<file path="src/rtl/isa_pkg.sv">
// ----------------------------------------------------------------------------
// isa_pkg
//   Shared ISA-level types.
//   - word_t      : 32-bit machine word (instructions, PCs, data)
//   - fdq_entry_t : one fetch/dispatch queue slot {instr, pc, pred}. It lives
//                   here so that dispatch can reuse the same layout.
//   No ports (package). Configuration macro used by importers: FDQ_BYPASS_EN.
// ----------------------------------------------------------------------------
package isa_pkg;

    typedef logic [31:0] word_t;

    typedef struct packed {
        word_t instr;
        word_t pc;
        logic  pred;
    } fdq_entry_t;

    localparam int unsigned FDQ_DEPTH_DEFAULT = 4;

endpackage

</file>
<file path="src/rtl/fetch_dispatch_queue.sv">
// ----------------------------------------------------------------------------
// fetch_dispatch_queue
//   In-order instruction queue between fetch/branch and dispatch. Buffers
//   {instr, pc, predicted_outcome}; fetch stalls on enq_ready, dispatch pops
//   the head with deq_ready, and flush (mispredict/redirect) empties it.
//
//   Ports:
//     CLK        in   clock, rising edge
//     nRST       in   asynchronous active-low reset
//     flush      in   discard all entries; overrides enqueue and dequeue
//     enq_valid  in   fetch presents an instruction
//     instr_in   in   [31:0] instruction
//     pc_in      in   [31:0] PC of instr_in
//     pred_in    in   predicted outcome of instr_in
//     enq_ready  out  queue not full (independent of deq_ready)
//     deq_valid  out  head entry valid
//     deq_ready  in   dispatch accepts the head this cycle
//     instr_out  out  [31:0] head instruction
//     pc_out     out  [31:0] head PC
//     pred_out   out  head predicted outcome
//     count      out  [CNT_W-1:0] occupancy 0..DEPTH (registered)
//
//   Parameters: DEPTH (power of 2, >= 2); CNT_W derived.
//   Macro FDQ_BYPASS_EN: when defined, an empty queue forwards enq_* straight
//   to deq_* in the same cycle if dispatch is ready (0-cycle latency). When
//   undefined there is no combinational path from enq_* to deq_*.
// ----------------------------------------------------------------------------
module fetch_dispatch_queue
    import isa_pkg::*;
#(
    parameter  int unsigned DEPTH = FDQ_DEPTH_DEFAULT,
    localparam int unsigned CNT_W = $clog2(DEPTH) + 1
) (
    input  logic             CLK,
    input  logic             nRST,
    input  logic             flush,
    input  logic             enq_valid,
    input  logic [31:0]      instr_in,
    input  logic [31:0]      pc_in,
    input  logic             pred_in,
    output logic             enq_ready,
    output logic             deq_valid,
    input  logic             deq_ready,
    output logic [31:0]      instr_out,
    output logic [31:0]      pc_out,
    output logic             pred_out,
    output logic [CNT_W-1:0] count
);

    localparam int unsigned IDX_W = $clog2(DEPTH);
    localparam int unsigned PTR_W = IDX_W + 1;

    fdq_entry_t       mem [DEPTH];
    fdq_entry_t       head;
    fdq_entry_t       wr_entry;
    logic [PTR_W-1:0] rd_ptr;
    logic [PTR_W-1:0] wr_ptr;
    logic             empty;
    logic             full;
    logic             bypass;
    logic             enq_fire;
    logic             deq_fire;

    // Pointers carry an extra wrap bit: equal pointers mean empty, equal
    // index with differing wrap bits means full.
    assign empty = (rd_ptr == wr_ptr);
    assign full  = (rd_ptr[IDX_W-1:0] == wr_ptr[IDX_W-1:0]) &&
                   (rd_ptr[IDX_W] != wr_ptr[IDX_W]);

`ifdef FDQ_BYPASS_EN
    assign bypass = empty && enq_valid && deq_ready && !flush;
`else
    assign bypass = 1'b0;
`endif

    // A bypassed instruction is consumed directly, so it neither writes
    // storage nor moves a pointer.
    assign enq_fire  = enq_valid && !full && !flush && !bypass;
    assign deq_fire  = !empty && !flush && deq_ready;

    assign enq_ready = !full;
    assign deq_valid = (!empty && !flush) || bypass;

    assign head     = mem[rd_ptr[IDX_W-1:0]];
    assign wr_entry = '{instr: instr_in, pc: pc_in, pred: pred_in};

    always_comb begin
        instr_out = head.instr;
        pc_out    = head.pc;
        pred_out  = head.pred;
`ifdef FDQ_BYPASS_EN
        if (bypass) begin
            instr_out = instr_in;
            pc_out    = pc_in;
            pred_out  = pred_in;
        end
`endif
    end

    // Pointer and occupancy state
    always_ff @(posedge CLK or negedge nRST) begin
        if (!nRST) begin
            rd_ptr <= '0;
            wr_ptr <= '0;
            count  <= '0;
        end else if (flush) begin
            rd_ptr <= '0;
            wr_ptr <= '0;
            count  <= '0;
        end else begin
            if (enq_fire) begin
                wr_ptr <= wr_ptr + PTR_W'(1);
            end
            if (deq_fire) begin
                rd_ptr <= rd_ptr + PTR_W'(1);
            end
            case ({enq_fire, deq_fire})
                2'b10:   count <= count + CNT_W'(1);
                2'b01:   count <= count - CNT_W'(1);
                default: count <= count;
            endcase
        end
    end

    // Storage array
    always_ff @(posedge CLK or negedge nRST) begin
        if (!nRST) begin
            for (int unsigned i = 0; i < DEPTH; i++) begin
                mem[i] <= '0;
            end
        end else if (enq_fire) begin
            mem[wr_ptr[IDX_W-1:0]] <= wr_entry;
        end
    end

    // Occupancy must always equal the pointer distance and stay in range.
    a_count_matches_ptrs : assert property (
        @(posedge CLK) disable iff (!nRST)
        (count == CNT_W'(wr_ptr - rd_ptr)) && (count <= CNT_W'(DEPTH))
    );

endmodule
</file>
<file path="config.mk">
export PLATFORM = sky130hd
export DESIGN_NAME = fetch_dispatch_queue
export DESIGN_NICKNAME = d
export VERILOG_FILES = /design/src/rtl/isa_pkg.sv /design/src/rtl/fetch_dispatch_queue.sv
export SDC_FILE = /design/constraint.sdc
export NUM_CORES = 1
export LEC_CHECK = 0
export BUFFER_PORTS_ARGS = -buffer_cell sky130_fd_sc_hd__buf_4
export CORE_MARGIN = 4
export CORE_UTILIZATION = 40
export CTS_CLUSTER_DIAMETER = 100
export CTS_CLUSTER_SIZE = 20
export DETAILED_ROUTE_END_ITERATION = 10
export PLACE_DENSITY = 0.67
export SYNTH_ARGS = -nofsm -noshare
export SYNTH_HDL_FRONTEND = slang
export SYNTH_SLANG_ARGS = --single-unit
</file>
<file path="constraint.sdc">
create_clock -name CLK -period 2.4 [get_ports CLK]
set_input_delay 0.72 -clock CLK [delete_from_list [all_inputs] [get_ports CLK]]
set_output_delay 0.72 -clock CLK [all_outputs]
set_load 0.03 [all_outputs]
</file>
==> results.json <==
{
  "ys_ff_latch": 269,
  "drc": 0,
  "synth.top_cell.area_share": 0.569,
  "grt_max_degree": 59,
  "synth.distinct_cells": 30,
  "synthCells": 701,
  "grt_pass1_wl_mm": 40.4,
  "slowest_delay_ns": 0.59,
  "synthArstFlopShare": 1.00,
  "synth_top_family_by_area": "multiplexers",
  "worst_clock_skew_ns": 0.0200,
  "critical_path_depth": 3,
  "grt_pass1_vias": 7186,
  "reg2reg_depth": 10,
  "clkTransAtPathRegs_ns": 0.08,
  "rsz0062_at_grt": "yes",
  "drt_wl_total_mm": 25.0,
  "cp_top_family": "multiplexers",
  "hpwlAfterDp_mm": 15.7,
  "dr_wl_met3_mm": 1.08,
  "slowest_stage": "mux4_2",
  "synth_area_sq_um": 11800,
  "violations": "negative setup slack",
  "die_h_um": 180,
  "whs_ns": 0.107,
  "crit_path_end": "instr_out[31]",
  "drt-vias-per-instance": 5.27,
  "synth_nets": 777,
  "synth_warnings": 0,
  "cts_tree": "done",
  "dieArea_sq_um": 32400,
  "synth_mux_area_frac": 0.374,
  "power.static_leakage_nw": 6.51,
  "fmax_ghz": 0.367,
  "p_per_area_nw_per_um2": 1050,
  "cap_viol_max_count": 0,
  "clkLatencyLatePin_ns": 0.50,
  "antenna_found_initial": 0,
  "wl_met2_mm": 12.8,
  "wl_met1_mm": 10.6,
  "clock-sinks": 269,
  "synth-xor-area-share": 0.00592,
  "routed.top_layer": "met4",
  "area_growth_pct": 22.6,
  "io_buffers": 139,
  "fin_crit_ns": 2.72,
  "synth_edf_count": 0,
  "cp-end-kind": "primary output",
  "core-area_sq_um": 28900,
  "avgRoutedWirePerCell_um": 20.2,
  "diodes": 0,
  "yosys.cell_count.top_type": "dfrtp_1",
  "final_antenna_net_count": 0,
  "fin_setup_tns_ns": -18.70,
  "drt-initial-drc-count": 242,
  "yosysTopAreaCell": "dfrtp_1",
  "firstDrtPassIters": 4,
  "fin_ws_ns": -0.324,
  "initial_core_util": 0.409,
  "r2r_setup_slack_ns": -0.07,
  "grtUsageTotal": 0.152,
  "h-tree-depth": 1,
  "hold_violations": 0,
  "vias": 6550,
  "ys_top_cells_by_area": "dfrtp_1, mux2_2, mux4_2",
  "setup_viol": 68,
  "critPathMaxFanout": 30,
  "setup.worst_path.start": "rd_ptr[0]",
  "crit_buf_inv": 2,
  "num-fill-cells": 2441,
  "p_total_mw": 15.2,
  "ios": 140,
  "seq_area_frac_synth": 0.569,
  "synthTopCellsByCount": "dfrtp_1, mux2_2, mux4_2",
  "seqCellArea_sq_um": 6740,
  "ys.flop_type": "dfrtp_1",
  "cts-buffers-inserted": 17,
  "slew_headroom": 0.654,
  "multi_input_area_sq_um": 4940,
  "status": "complete, but fails checks",
  "die_w_um": 180,
  "r2r_start": "rd_ptr[0]",
  "row_count": 62,
  "place.gp.congestion": 0.729,
  "cp.required_ns": 1.68,
  "cts_root_buffer": "clkbuf_16",
  "path_cells": "buf_16 -> mux4_2 -> buf_6",
  "crit_type": "flip-flop to primary output",
  "synth-simple-area-share": 0.00782,
  "clockBufferDepth": 3,
  "fin_crit_sh": 1.14,
  "synthAdderAreaFrac": 0.00698,
  "min_path_type": "input pin to async pin",
  "drv_slew": 0,
  "arrival_ns": 2.00,
  "final_net_count": 933,
  "worst_pin_slew_ns": 0.519,
  "peakVddDrop_mv": 0.628,
  "cp-start-kind": "flip-flop",
  "overflow": 0,
  "synth_compound_area_frac": 0.0110,
  "postSynthAreaPerCell_sq_um": 16.9,
  "r2r_end": "count[2]",
  "hold_buffers": 0,
  "drive_gt1_frac": 0.635
}
per-layer routing:
metal,up-vias,GRT usage
li1,2921,-
met4,0,0.0302
met2,98,0.272
met3,24,0.0317
met5,-,0
met1,3507,0.194
state kept, by name, indices dropped and copies added, names as in the netlist:
name,count
mem,260
rd_ptr,3
wr_ptr,3
count,3
power by group:
part	internal (mW)	total, mW	switching [mW]
clock network	1.29	2.77	1.49
logic	3.25	5.88	2.63
registers	5.93	6.59	0.663
total	10.5	15.2	4.78
timing repair:
action | in CTS | in global routing
buffers inserted | 4 | 3
endpoints found under the setup margin | 68 | 96
resized for setup | 76 | 6
cloned | 1 | 1
pin swaps | 3 | 2
hold endpoints to repair | 0 | 0
area by class of cell:
class / count / area share
clock buffers: 17 / 0.0293
repair buffers: 183 / 0.129
clock inverters: 3 / 0.00155
inverters: 6 / 0.00155
flip-flops and latches: 269 / 0.464
well taps: 384 / 0.0331
multi-input cells: 380 / 0.341
per-stage QoR:
step / instance area (sq um) / util / setup WS (ns) / instances
floorplan: 11800 / - / 0.0193 / 701
global placement: 13600 / 0.470 / 0.0488 / 1213
detailed placement: 13600 / 0.470 / 0.0628 / 1213
CTS: 14400 / 0.498 / -0.380 / 1238
global route: 14500 / 0.502 / -0.402 / 1242
finish: 14500 / 0.502 / -0.324 / 1242
cell families (layout without fill, tap and decap cells):
kind of cell               count (synthesis)  count (layout)
adders and majority gates                  6               6
xor gates and xnor gates                   8               8
buffers and inverters                     52             209
AOI/OAI and AO/OA                         16              16
DFF                                      269             269
muxes                                    329             329
and+or+nand+nor                           21              21
how the worst min path moves through the flow:
stage          startpoint  endpoint  slack [ns]  depth (start not counted)
2_1_floorplan        nRST  count[0]        0.42                          0
3_3_place_gp      mem[74]   mem[74]        0.48                          1
3_5_place_dp     mem[117]  mem[117]        0.49                          1
4_1_cts              nRST  mem[253]        0.09                          1
5_1_grt              nRST  mem[187]        0.11                          1
6_report             nRST  mem[122]        0.11                          1
layout by cell type (no fill, tap or decap), drive strengths merged, types with 2 or more instances in the layout:
cell and n:
dfrtp 269, xor2 6, nand2 6, inv 8, nor2 9, buf 182
o211a 3, nor3 2, o31ai 3, clkbuf 18, mux4 65, o311ai 2
xnor2 2, o21ai 2, mux2i 3, mux2 261, ha 5
(Power assumes the default switching activity.)
